## config.mk

```make
export PLATFORM = sky130hd
export DESIGN_NAME = cpu_irq_sequencer
export DESIGN_NICKNAME = d
export VERILOG_FILES = /design/src/rtl/cpu_irq_sequencer.sv
export SDC_FILE = /design/constraint.sdc
export NUM_CORES = 1
export LEC_CHECK = 0
export CAP_MARGIN = 10
export CORE_UTILIZATION = 50
export DETAILED_ROUTE_END_ITERATION = 12
export DONT_BUFFER_PORTS = 1
export HOLD_SLACK_MARGIN = 0.03
export PLACE_DENSITY_LB_ADDON = 0.2
export SETUP_SLACK_MARGIN = 0.05
export SLEW_MARGIN = 40
export SYNTH_ARGS = -nofsm -noshare
export SYNTH_HDL_FRONTEND = slang
export SYNTH_SLANG_ARGS = --single-unit
```

## constraint.sdc

```tcl
create_clock -name i_clock -period 1.9 [get_ports i_clock]
set_input_delay 0.57 -clock i_clock [delete_from_list [all_inputs] [get_ports i_clock]]
set_output_delay 0.57 -clock i_clock [all_outputs]
set_load 0.01 [all_outputs]
```

## src/rtl/cpu_irq_sequencer.sv

```systemverilog
`default_nettype none
`timescale 1ns/1ps
// ============================================================================
//  Module      : cpu_irq_sequencer
//  Description : Bridges a PLIC register bus to a single-level core interrupt.
//                Claims the pending source, presents it to the core, and
//                writes the completion back once the handler is done. It also
//                reprograms the PLIC enable register on request.
//  Revision    : 1.0 - initial release
// ============================================================================
module cpu_irq_sequencer #(
  parameter logic [23:0] CLAIM_ADDR  = 24'h200004,
  parameter logic [23:0] ENABLE_ADDR = 24'h002000,
  parameter int unsigned TIMEOUT     = 64
) (
  input  logic        i_clock,
  input  logic        i_reset,
  input  logic        i_plic_interrupt,
  output logic        o_bus_request,
  output logic        o_bus_rw,
  output logic [23:0] o_bus_address,
  output logic [31:0] o_bus_wdata,
  input  logic [31:0] i_bus_rdata,
  input  logic        i_bus_ready,
  input  logic        i_enable_valid,
  input  logic [3:0]  i_enable_mask,
  output logic        o_irq,
  output logic [2:0]  o_irq_id,
  input  logic        i_irq_ack,
  input  logic        i_irq_done,
  output logic        o_busy,
  output logic        o_bus_error,
  output logic [7:0]  o_spurious_count
);

  localparam int unsigned    CNT_W        = $clog2(TIMEOUT + 1);
  localparam logic [CNT_W-1:0] TIMEOUT_LAST = CNT_W'(TIMEOUT - 1);
  localparam logic [2:0]     MAX_ID       = 3'd4;

  typedef enum logic [2:0] {
    IDLE        = 3'd0,
    CFG_WR      = 3'd1,
    CLAIM_RD    = 3'd2,
    PRESENT     = 3'd3,
    IN_SERVICE  = 3'd4,
    COMPLETE_WR = 3'd5
  } state_t;

  state_t            state_q, state_d;
  logic              req_q, req_d;
  logic              rw_q, rw_d;
  logic [23:0]       addr_q, addr_d;
  logic [31:0]       wdata_q, wdata_d;
  logic [CNT_W-1:0]  cnt_q, cnt_d;
  logic              irq_q, irq_d;
  logic [2:0]        id_q, id_d;
  logic              err_q, err_d;
  logic [7:0]        spur_q, spur_d;
  logic              cfg_pend_q, cfg_pend_d;
  logic [3:0]        cfg_mask_q, cfg_mask_d;
  // Set when a new mask arrives while the previous one is on the bus, so the
  // buffer stays pending after the in-flight write completes.
  logic              cfg_redo_q, cfg_redo_d;

  logic              w_bus_done;
  logic              w_bus_timeout;
  logic              w_cfg_any;
  logic [3:0]        w_cfg_mask;
  logic [2:0]        w_claim_id;
  logic              w_unused_rdata;

  assign w_bus_done     = req_q & i_bus_ready;
  assign w_bus_timeout  = req_q & ~i_bus_ready & (cnt_q == TIMEOUT_LAST);
  // A config pulse arriving in IDLE is honoured in the same cycle so that it
  // beats a simultaneous interrupt.
  assign w_cfg_any      = cfg_pend_q | i_enable_valid;
  assign w_cfg_mask     = i_enable_valid ? i_enable_mask : cfg_mask_q;
  assign w_claim_id     = i_bus_rdata[2:0];
  assign w_unused_rdata = ^i_bus_rdata[31:3];

  // State and output registers; reset returns everything to idle and empty.
  always_ff @(posedge i_clock) begin
    if (i_reset) begin
      state_q    <= IDLE;
      req_q      <= 1'b0;
      rw_q       <= 1'b0;
      addr_q     <= 24'h0;
      wdata_q    <= 32'h0;
      cnt_q      <= '0;
      irq_q      <= 1'b0;
      id_q       <= 3'd0;
      err_q      <= 1'b0;
      spur_q     <= 8'h0;
      cfg_pend_q <= 1'b0;
      cfg_mask_q <= 4'h0;
      cfg_redo_q <= 1'b0;
    end else begin
      state_q    <= state_d;
      req_q      <= req_d;
      rw_q       <= rw_d;
      addr_q     <= addr_d;
      wdata_q    <= wdata_d;
      cnt_q      <= cnt_d;
      irq_q      <= irq_d;
      id_q       <= id_d;
      err_q      <= err_d;
      spur_q     <= spur_d;
      cfg_pend_q <= cfg_pend_d;
      cfg_mask_q <= cfg_mask_d;
      cfg_redo_q <= cfg_redo_d;
    end
  end

  // Next-state, bus sequencing and config-buffer update.
  always_comb begin
    state_d    = state_q;
    req_d      = req_q;
    rw_d       = rw_q;
    addr_d     = addr_q;
    wdata_d    = wdata_q;
    cnt_d      = cnt_q;
    irq_d      = irq_q;
    id_d       = id_q;
    err_d      = err_q;
    spur_d     = spur_q;
    cfg_pend_d = cfg_pend_q;
    cfg_mask_d = cfg_mask_q;
    cfg_redo_d = cfg_redo_q;

    // Wait-cycle count of the in-flight transaction.
    if (req_q && !i_bus_ready) begin
      cnt_d = cnt_q + 1'b1;
    end

    // A finished or abandoned transaction drops request and parks the bus.
    if (w_bus_done || w_bus_timeout) begin
      req_d   = 1'b0;
      rw_d    = 1'b0;
      addr_d  = 24'h0;
      wdata_d = 32'h0;
      cnt_d   = '0;
    end

    if (w_bus_timeout) begin
      err_d   = 1'b1;
      state_d = IDLE;
      irq_d   = 1'b0;
      id_d    = 3'd0;
    end

    case (state_q)
      IDLE: begin
        // Request is launched on the transition, so IDLE always provides the
        // idle bus cycle between back-to-back transactions.
        if (w_cfg_any) begin
          state_d    = CFG_WR;
          req_d      = 1'b1;
          rw_d       = 1'b1;
          addr_d     = ENABLE_ADDR;
          wdata_d    = {27'b0, w_cfg_mask, 1'b0};
          cnt_d      = '0;
          cfg_redo_d = 1'b0;
        end else if (i_plic_interrupt) begin
          state_d = CLAIM_RD;
          req_d   = 1'b1;
          rw_d    = 1'b0;
          addr_d  = CLAIM_ADDR;
          wdata_d = 32'h0;
          cnt_d   = '0;
        end
      end

      CFG_WR: begin
        if (w_bus_done) begin
          state_d    = IDLE;
          cfg_pend_d = cfg_redo_q;
        end
      end

      CLAIM_RD: begin
        if (w_bus_done) begin
          // Id 0 means nothing was pending; ids beyond the last source cannot
          // be a real claim and are counted the same way.
          if (w_claim_id == 3'd0 || w_claim_id > MAX_ID) begin
            state_d = IDLE;
            if (spur_q != 8'hFF) begin
              spur_d = spur_q + 8'd1;
            end
          end else begin
            state_d = PRESENT;
            irq_d   = 1'b1;
            id_d    = w_claim_id;
          end
        end
      end

      PRESENT: begin
        if (i_irq_done) begin
          state_d = COMPLETE_WR;
          irq_d   = 1'b0;
          req_d   = 1'b1;
          rw_d    = 1'b1;
          addr_d  = CLAIM_ADDR;
          wdata_d = {29'b0, id_q};
          cnt_d   = '0;
        end else if (i_irq_ack) begin
          state_d = IN_SERVICE;
          irq_d   = 1'b0;
        end
      end

      IN_SERVICE: begin
        if (i_irq_done) begin
          state_d = COMPLETE_WR;
          req_d   = 1'b1;
          rw_d    = 1'b1;
          addr_d  = CLAIM_ADDR;
          wdata_d = {29'b0, id_q};
          cnt_d   = '0;
        end
      end

      COMPLETE_WR: begin
        if (w_bus_done) begin
          state_d = IDLE;
          id_d    = 3'd0;
        end
      end

      default: begin
        state_d = IDLE;
        req_d   = 1'b0;
        irq_d   = 1'b0;
        id_d    = 3'd0;
      end
    endcase

    // Enable requests are accepted in every state; the newest mask wins.
    if (i_enable_valid) begin
      cfg_mask_d = i_enable_mask;
      cfg_pend_d = 1'b1;
      if (state_q == CFG_WR) begin
        cfg_redo_d = 1'b1;
      end
    end
  end

  assign o_bus_request    = req_q;
  assign o_bus_rw         = rw_q;
  assign o_bus_address    = addr_q;
  assign o_bus_wdata      = wdata_q;
  assign o_irq            = irq_q;
  assign o_irq_id         = id_q;
  assign o_busy           = (state_q != IDLE);
  assign o_bus_error      = err_q;
  assign o_spurious_count = spur_q;

endmodule
`default_nettype wire

```

# == Word level (Yosys, flattened, before mapping) ==
# Cells that the tools add are included.
# classes
add_sub_neg,2
order_cmp,1
n_eq_ne,7
mux,55
bitwise_logic,5
reduce_logical,16
# op_table
op,n
two-way mux 32 bit,4
two-way mux 24 bit,4
case mux 32 bit (2 select lines),1
case mux 24 bit (2 select lines),1
two-way mux 3 bit,12
two-way mux 7 bit,5
two-way mux 1 bit,20
case mux 3 bit (5 select lines),1
case mux 7 bit (2 select lines),1
case mux 3 bit (3 select lines),1
adder 8 x 1 -> 8 bit (second input constant),1
!= test 8 bit (second input constant),1
OR reduction 4 bit,2
adder 7 x 1 -> 7 bit (second input constant),1
== test 7 x 6 -> 1 bit (second input constant),1
== test 3 x 2 -> 1 bit (second input constant),2
== test 3 bit (second input constant),2
zero test 3 bit,2
case mux 1 bit (3 select lines),2
two-way mux 4 bit,1
AND reduction 4 bit,1
nonzero test 2 bit,2
OR reduction 2 bit,2
AND 1 bit,3
other kinds (12),13
# word_totals
register_bits,87
input_bits,43
out_inout_bits,72
wordCells,99

# == Longest topological paths before layout ==
# Gate-level depths: netlist of the first run.
# logic_depth
depth_word,8
mapped_depth,8
mapped_depth_nobuf,5

# == Least setup slack after synthesis of the first run ==
# Ideal clock, no wire load.
# synth_path
kind,input -> register
startpoint,in i_enable_valid
endpoint,reg addr_q[23] (netlist: o_bus_address[23])
setup_ns,0.059
t_arrival_ns,1.936
t_required_ns,1.841
slack_ns,-0.095
path_stages,7
path_buffers,3
path_cell_list,buf_6 -> or3_4 -> a221oi_4 -> and3b_2 -> buf_6 -> buf_6 -> and2_1
# synth_between
elab_chain_cells,3
# synth_lines
item,line,rtl
start: declaration,25,"input logic i_enable_valid,"
bitwise OR 1 bit,76,assign w_cfg_any = cfg_pend_q | i_enable_valid;
two-way mux 24 bit,155,if (w_cfg_any) begin
case mux 24 bit (2 select lines),151,case (state_q)
end signal: assignment,101,addr_q <= addr_d;
end: declaration,52,"logic [23:0] addr_q, addr_d;"
# No other way between the ends.
# A chain may end at the register's enable or synchronous reset.

# == Worst setup path in the final report of the first run ==
# layout_path
startpoint,reg state_q[1]
endpoint,out o_busy
# layout_between
elab_chain_cells,1
# layout_lines
item,line,rtl
start: declaration,49,"state_t state_q, state_d;"
start signal: assignment,98,state_q <= state_d;
nonzero test 3 bit,254,assign o_busy = (state_q != IDLE);
end: declaration,31,"output logic o_busy,"
# No other way between the ends.

==> metrics, run 1 <==
Area growth syn-to-layout 16.99%; htree depth 3; total grt overflow 0; RSZ-0062 raised after global routing yes; initial antenna violation count 0; sequential area share after synthesis 54.74%; Inserted Diodes 0; GRT Total Usage around a fifth; Synth Cell Area roughly 3200 um^2; Post-Syn Nets 360; most frequent cells in the layout 85 x dfxtp_1, 50 x and2_1, 28 x buf_4, 21 x a21oi_1, 17 x nand2_1; CTS tree yes; maximum clock path buffer count 2; Pre-antenna DRT Iters 4; first-pass GRT wire length approximately 10000 um; Placer Congestion between 0.8 and 0.9; Crit Path Class reg2out; Num CTS Buffers 9; Hold WS between 200 and 300 ps; PD cells 1002 nW/um^2; CP Capture Type output pin; Ports 115; drt total wl 6399 um; Vias 2,272; Worst EP arrival around 1300 ps; startpoint types flip-flop; hpwl dp about 4300 um; max cap viols 0; Rows 28; post-route non-filler standard cell count 421; Slew Limit Fails 0; count of nets after finishing about 390; placed cell count ~400; Clock Skew 8.492 ps; share of layout cells above drive strength 1 about a fifth; number of fill cells around 500; Antenna Nets Post-Route 0; Core ar. 6026 um^2; clk root buf clkbuf_8; final core occ about 62%; Vias/cell 5.397; largest net degree at the start of global routing 50; worst path required time 1330 ps; worst slew pin tran 497.4 ps; clk slew on worst S/H paths 90 ps; Total Power between 3000 and 4000 uW; vias in the first global route about 2,300; effective utilization at floorplan a little over half; YS warnings 0; IO Port Bufs 0; CTS Hold Bufs 0; Cells after Synth 315; EDFF count, synth 0; worst vdd ir ~0.66 mV; Final setup viols 0; die footprint about 6700 um^2; routed len/inst approximately 15 um; most common cell after layout, fill and taps aside dfxtp_1; crit-path max FO 10; Primary FF master, synth dfxtp_1; Fin. Hold Viols 0; Pleak about 0.0014 uW; Async S/R FF share, synth 0%; Die W 81.77 um; Die Y 81.77 um; Post-Syn Area per Cell between 10 and 15 um^2; fin crit share roughly 96%; Worst slew margin 66.72%; Distinct cells, synth between 50 and 60; Clk Latency, worst-skew pair approximately 350 ps; status completed; DRC viols 0; FF+latch count, synth 87; maximum clock frequency ~0.55 GHz; CTS Sinks between 80 and 90; worst hold path class in2reg; minimum clock period around 1800 ps; starting DRC count in detailed routing 78
## synthesized netlist by cell type (2+ instances only)
cell type	n	area [um^2]
buf_6	3	33.78
nand2b_1	2	12.51
o22ai_1	3	18.77
nor3_1	5	25.02
xor2_1	3	26.28
buf_2	5	25.02
a21o_1	2	15.01
inv_1	7	26.28
clkbuf_1	6	22.52
o31a_1	2	17.52
nor3b_1	2	15.01
or4_1	5	37.54
mux2_2	3	33.78
nand4_1	3	18.77
clkbuf_2	3	15.01
nand3_1	7	35.03
mux2i_1	4	40.04
ha_1	2	25.02
a211oi_1	5	37.54
o221ai_1	2	17.52
dfxtp_1	87	1742
and2_1	51	319.1
a22oi_1	2	15.01
nor2b_1	4	25.02
nand3b_1	2	15.01
o31ai_1	5	37.54
nor2_1	15	56.30
nand2_1	17	63.81
or3_1	4	25.02
a21oi_1	22	110.1
o21ai_0	6	30.03
## cell families (layout without fill, tap and decap cells)
family / after synthesis / after routing / share of synthesized area [%]
flops: 87 / 87 / 54.74
xor+xnor: 4 / 4 / 1.101
buf+inv: 24 / 54 / 3.853
mux: 7 / 7 / 2.320
simple gates: 131 / 131 / 24.38
compound gates: 60 / 61 / 12.82
fa+ha+maj: 2 / 2 / 0.7863
## critical path, cell delays in order, from the launching register on
cell	delay, ps
dfxtp_1	340
buf_4	180
nor3_4	150
inv_2	90
buf_4	150
## power by group
group / internal, uW / switching, uW
registers: 1860 / 38.0
clock network: 802 / 683
logic: 160 / 190
total: 2820 / 911
## registers in the layout (all words and copies together) (netlist names)
| signal | count |
|---|---|
| o_bus_request | 1 |
| cnt_q | 7 |
| o_irq_id | 3 |
| cfg_redo_q | 1 |
| cfg_pend_q | 1 |
| o_bus_error | 1 |
| o_spurious_count | 8 |
| o_irq | 1 |
| o_bus_wdata | 32 |
| o_bus_address | 24 |
| o_bus_rw | 1 |
| cfg_mask_q | 4 |
| state_q | 3 |
## through the flow
stage	instance area [um^2]	setup WS [ps]	TNS, ps
floorplan	3219	-90.56	-2081
global placement	3436	11.01	0
detailed placement	3436	-0.8482	-0.8482
CTS	3690	34.12	0
global route	3722	3.622	0
finish	3722	67.12	0
## final cells by class
cell class | instances | area (um^2) | area share, %
sequential | 87 | 1747 | 46.92
multi-input combinational | 205 | 1365 | 36.67
timing repair buffer | 31 | 252.7 | 6.790
clock buffer | 10 | 137.6 | 3.697
clock inverter | 6 | 100.1 | 2.689
tap | 75 | 93.84 | 2.521
inverter | 7 | 26.28 | 0.7059
## metal layers
layer	vias to the layer above	GRT usage [%]	part of all wire, %
met5	-	0	0
met4	0	11.75	2.5
met3	17	6.333	8.0
met2	84	30.83	44
met1	1014	23.24	45
li1	1157	-	-
## path summary, 6_finish.rpt
check	startpoint	endpoint	slack, ps	cells after the start
max	state_q[1]	o_busy	70	4
min reg2reg	cfg_mask_q[3]	cfg_mask_q[3]	490	2
max reg2reg	o_spurious_count[0]	o_spurious_count[1]	110	6
min	i_reset	o_spurious_count[1]	270	1
## timing repair
action	4_1_cts	5_1_grt
gates cloned	1	0
setup buffers	0	2
resized for setup	3	4
setup endpoints to repair	3	49
pin swaps	1	7
Power figures use the tool's default switching activity.
==> run 2: changes to the inputs <==
Settings changed: SETUP_SLACK_MARGIN 0.05 to 0.1.
==> run 2 against run 1 <==
Non-clock buffer count down 1. Total power shrank 7.1%. Core utilization shrank 0.062 points. Worst setup slack better by 23 ps. Flip-flop and latch count unchanged. First-iteration DRC count grew 3.8%. Hold slack improved by 1.4 ps.
==> metrics, run 2 (same netlist as run 1, synthesis figures left out) <==
die footprint 6686 um^2 (unchanged); Die W 81.77 um (unchanged); Rows 28 (unchanged); Seq pwr share 54.7% (+3.9 points); number of fill cells 491 (-2.2%); drt total wl 6401 um (about the same); Clk Latency, worst-skew pair 340 ps (about the same); starting DRC count in detailed routing 81 (+3.8%); fin crit share 95.23% (-1.2 points); Switching Share 24.56% (+0.12 points); max reg flops 32 (unchanged); Worst Setup SP o_spurious_count[0]; routed len/inst 15.31 um (+0.75%); Internal 2613 uW (-7.3%); IO Port Bufs 0 (unchanged); multi-input logic area 1406 um^2 (+3.0%); post-route non-filler standard cell count 418 (-0.71%); clock power share 35.2% (-4.6 points); maximum clock path buffer count 2 (unchanged); clk slew on worst S/H paths 80 ps (about the same); Final setup viols 0 (unchanged); Pre-antenna DRT Iters 4 (unchanged); Inserted Diodes 0 (unchanged); CTS Hold Bufs 0 (unchanged); hpwl dp 4347 um (+2.2%); Pleak 0.001402 uW (-0.79%); Num CTS Buffers 9 (unchanged); Slew Limit Fails 0 (unchanged); post-route setup slack 90.56 ps (+23.44 ps); most frequent cells in the layout 84 x dfxtp_1, 50 x and2_1, 25 x buf_4, 18 x a21oi_1, 17 x nand2_1; Die Y 81.77 um (unchanged); initial antenna violation count 0 (unchanged); Area growth syn-to-layout 16.87%; worst path required time 2180 ps (+850 ps); Crit Path Class reg2reg; Vias 2,345 (+3.2%); count of nets after finishing 385 (-0.26%); share of layout cells above drive strength 1 19.83% (+1.0 points); worst hold path class in2reg; worst slew pin tran 871.3 ps (+373.9 ps); Core ar. 6026 um^2 (unchanged); startpoint types flip-flop; Worst slew margin 41.70% (-25 points); Worst EP arrival 2090 ps (+830 ps); Hold WS 275.8 ps (+1.367 ps); DRC viols 0 (unchanged); Antenna Nets Post-Route 0 (unchanged); Ports 115 (unchanged); clk root buf clkbuf_8; Net Sw Power 850.7 uW (-6.6%); r2r startpoint o_spurious_count[0]; Placer Congestion 0.8319 (-0.24%); sequential cell area 1748 um^2 (about the same); htree depth 3 (unchanged); combinational fraction of design power 10.1% (+0.7 points); worst slack, placed -41.63 ps (-40.78 ps); max cap viols 0 (unchanged); RSZ-0062 raised after global routing yes; Vias/cell 5.610 (+4.0%); most common cell after layout, fill and taps aside dfxtp_1; total grt overflow 0 (unchanged); minimum clock period 1809 ps (-23.44 ps); maximum clock frequency 0.5527 GHz (+1.3%); Clock Skew 7.933 ps (-0.5587 ps); fin area 3719 um^2 (-0.10%); vias in the first global route 2,258 (unchanged); crit-path max FO 5 (-5); largest net degree at the start of global routing 32 (-36%); status completed; first-pass GRT wire length 10,050 um (+0.76%); hold_sp i_reset; Fin. Hold Viols 0 (unchanged); worst vdd ir 0.6233 mV (-5.7%); setup TNS 0 ps (unchanged); CP Capture Type flip-flop; placed cell count 402 (unchanged); CTS Sinks 87 (unchanged); GRT Total Usage 19.71% (+0.084 points); Cell Area, Placed 3461 um^2 (+0.73%); PD cells 931.5 nW/um^2 (-7.0%); effective utilization at floorplan 52.80% (unchanged); CTS tree yes
run 2: cell count changes in the layout (fill, tap and decap cells not counted), sizes merged:
cell,delta
bufinv,-1
inv,-1
clkbuf,-1
buf,-1
clkinv,+1
run 2: power by group through the flow:
| stage | sequential (uW) | combinational, uW | clock [uW] |
|---|---|---|---|
| after CTS | 1890 | 340 | 1250 |
| after global placement | 1930 | 332 | 0 |
| after floorplan | 1930 | 248 | 0 |
| after detailed placement | 1940 | 333 | 0 |
| final | 1900 | 350 | 1220 |
| after global routing | 1900 | 384 | 1310 |
run 2: worst max-delay path, cell delays in order (launching register included):
cell and delay [ps]:
dfxtp_4 360, ha_4 150, and2_4 160, a311o_2 420
buf_6 150, or4_1 390, a21oi_1 120
run 2: worst paths after layout:
check                                           end  depth (start not counted)  slack (ps)
worst max register to register  o_spurious_count[2]                          6          90
worst min register to register          o_bus_error                          2         490
worst max-delay path            o_spurious_count[2]                          6          90
worst min-delay path            o_spurious_count[1]                          1         280
run 2: repair_timing:
action | 4_1_cts | 5_1_grt
gates resized for setup | 5 | 10
pin swaps | 3 | 7
setup buffers | 0 | 1
cloned | 1 | 0
setup endpoints to repair | 4 | 64
run 2: stage by stage:
step	power (uW)	util, %
2_1_floorplan	2174	-
3_3_place_gp	2265	57.43
3_5_place_dp	2269	57.43
4_1_cts	3487	60.88
5_1_grt	3598	61.71
6_report	3464	61.71
run 2: layout make-up:
type / count / area share, %
tap: 75 / 2.524
clock inverter: 5 / 1.581
clock buffer: 9 / 3.331
inverter: 7 / 0.7066
multi-input combinational: 205 / 37.82
sequential: 87 / 47.01
timing repair buffer: 30 / 7.032
run 2: routing by layer:
layer  global-route usage, %  vias up  wire [um]  part of all wire (%)
li1                        -     1149          -                     -
met1                   22.89     1111       2864                    45
met2                   32.98       79       2982                    47
met3                   6.444        6        500                   7.8
met4                   8.596        0         53                  0.83
met5                       0        -          0                     0
==> run 3: changes to the inputs <==
Clock period 1.9 ns to 2.13 ns, I/O delays scaled along.
==> run 3 against run 2 <==
Critical path depth is 1 lower. Combinational power down 23%. Total power down 6.9%. Global-route usage shrank 1.2 points. Final area decreased by 4.5%. Wire length fell by 4.9%. Register-to-register slack improved by 100 ps. Flip-flop and latch count unchanged. Highest routed layer unchanged.
==> metrics, run 3 (same netlist as run 1, synthesis figures left out) <==
effective utilization at floorplan 52.80% (unchanged); GRT Total Usage 18.50% (-1.2 points); CP Capture Type flip-flop; Antenna Nets Post-Route 0 (unchanged); die footprint 6686 um^2 (unchanged); Fin. Hold Viols 0 (unchanged); crit-path max FO 15 (+10); htree depth 3 (unchanged); starting DRC count in detailed routing 86 (+6.2%); clk slew on worst S/H paths 80 ps (about the same); setup bufs post-CTS 0 (unchanged); multi-input logic area 1319 um^2 (-6.2%); minimum clock period 1936 ps (+126.6 ps); status completed; Worst slew margin 69.79% (+28 points); worst slew pin tran 452.2 ps (-419.1 ps); Slew Limit Fails 0 (unchanged); reg2reg setup slack 190 ps (+100 ps); hpwl dp 4199 um (-3.4%); Pleak 0.001336 uW (-4.7%); Clk Latency, worst-skew pair 340 ps (about the same); worst vdd ir 0.5860 mV (-6.0%); fin area 3550 um^2 (-4.5%); Die Y 81.77 um (unchanged); max reg flops 32 (unchanged); CTS Sinks 87 (unchanged); setup TNS 0 ps (unchanged); Vias/cell 5.453 (-2.8%); worst path required time 2370 ps (+190 ps); vias in the first global route 1,986 (-12%); Die W 81.77 um (unchanged); first-pass GRT wire length 9446 um (-6.0%); share of layout cells above drive strength 1 12.99% (-6.8 points); Clock Skew 9.125 ps (+1.192 ps); Ports 115 (unchanged); Placer Congestion 0.8187 (-1.6%); routed len/inst 14.99 um (-2.1%); drt total wl 6085 um (-4.9%); IO Port Bufs 0 (unchanged); DRC viols 0 (unchanged); most frequent cells in the layout 87 x dfxtp_1, 51 x and2_1, 22 x a21oi_1, 17 x nand2_1, 16 x buf_4; clk root buf clkbuf_8; Core ar. 6026 um^2 (unchanged); Inserted Diodes 0 (unchanged); worst hold path class in2reg; Num CTS Buffers 9 (unchanged); largest net degree at the start of global routing 32 (unchanged); RSZ-0062 raised after global routing no; Pre-antenna DRT Iters 4 (unchanged); CTS Hold Bufs 0 (unchanged); total grt overflow 0 (unchanged); initial antenna violation count 0 (unchanged); Crit Path Class reg2reg; Rows 28 (unchanged); startpoint types flip-flop; Vias 2,214 (-5.6%); number of fill cells 516 (+5.1%); maximum clock path buffer count 2 (unchanged); Cell Area, Placed 3319 um^2 (-4.1%); PD cells 908.4 nW/um^2 (-2.5%); most common cell after layout, fill and taps aside dfxtp_1; fin crit share 90.89% (-4.3 points); Area growth syn-to-layout 11.56%; CTS tree yes; Worst EP arrival 2170 ps (+80 ps); CTS resizes 0 (-5); count of nets after finishing 371 (-3.6%); maximum clock frequency 0.5165 GHz (-6.5%); Final setup viols 0 (unchanged); sequential cell area 1742 um^2 (-0.36%); max cap viols 0 (unchanged)
-- run 3: area by class of cell --
cell class,count,area share [%]
flip-flops and latches,87,49.07
multi-input cells,204,37.15
repair buffers,17,3.948
clock buffers,10,3.877
well taps,75,2.644
clock inverters,6,2.573
inverters,7,0.7402
-- run 3: metal layers --
metal	routed length, um	vias up	global-route usage, %
met2	2546	83	27.02
met1	2859	991	24.12
li1	-	1129	-
met5	0	-	0
met3	580	11	7.000
met4	100	0	8.070
-- run 3: critical path, cell delays in order, from the launching register on --
cell and delay [ps]:
dfxtp_1 320, ha_1 200, and2_1 190, a311o_2 510, nor4_2 270, mux2_2 360
-- run 3: path summary, 6_finish.rpt --
check	cells after the start	end	startpoint
setup / recovery	5	o_spurious_count[5]	o_spurious_count[0]
hold / removal	1	o_spurious_count[6]	i_reset
setup reg to reg	5	o_spurious_count[5]	o_spurious_count[0]
hold reg to reg	2	cfg_mask_q[3]	cfg_mask_q[3]
-- run 3: stage by stage --
step	setup WS (ps)	instances	util, %	power, uW	hold slack [ps]
finish	194.0	406	58.91	3224	356.9
global route	106.7	406	58.91	3371	335.1
CTS	145.3	406	58.89	3264	340.7
detailed placement	123.7	390	55.09	1992	474.7
global placement	152.5	390	55.09	1991	472.6
floorplan	69.04	315	-	1928	447.8
-- run 3: where the power goes --
group / internal (uW) / switching, uW / total, uW
sequential: 1660 / 29.6 / 1690
combinational: 112 / 157 / 269
clock: 699 / 570 / 1270
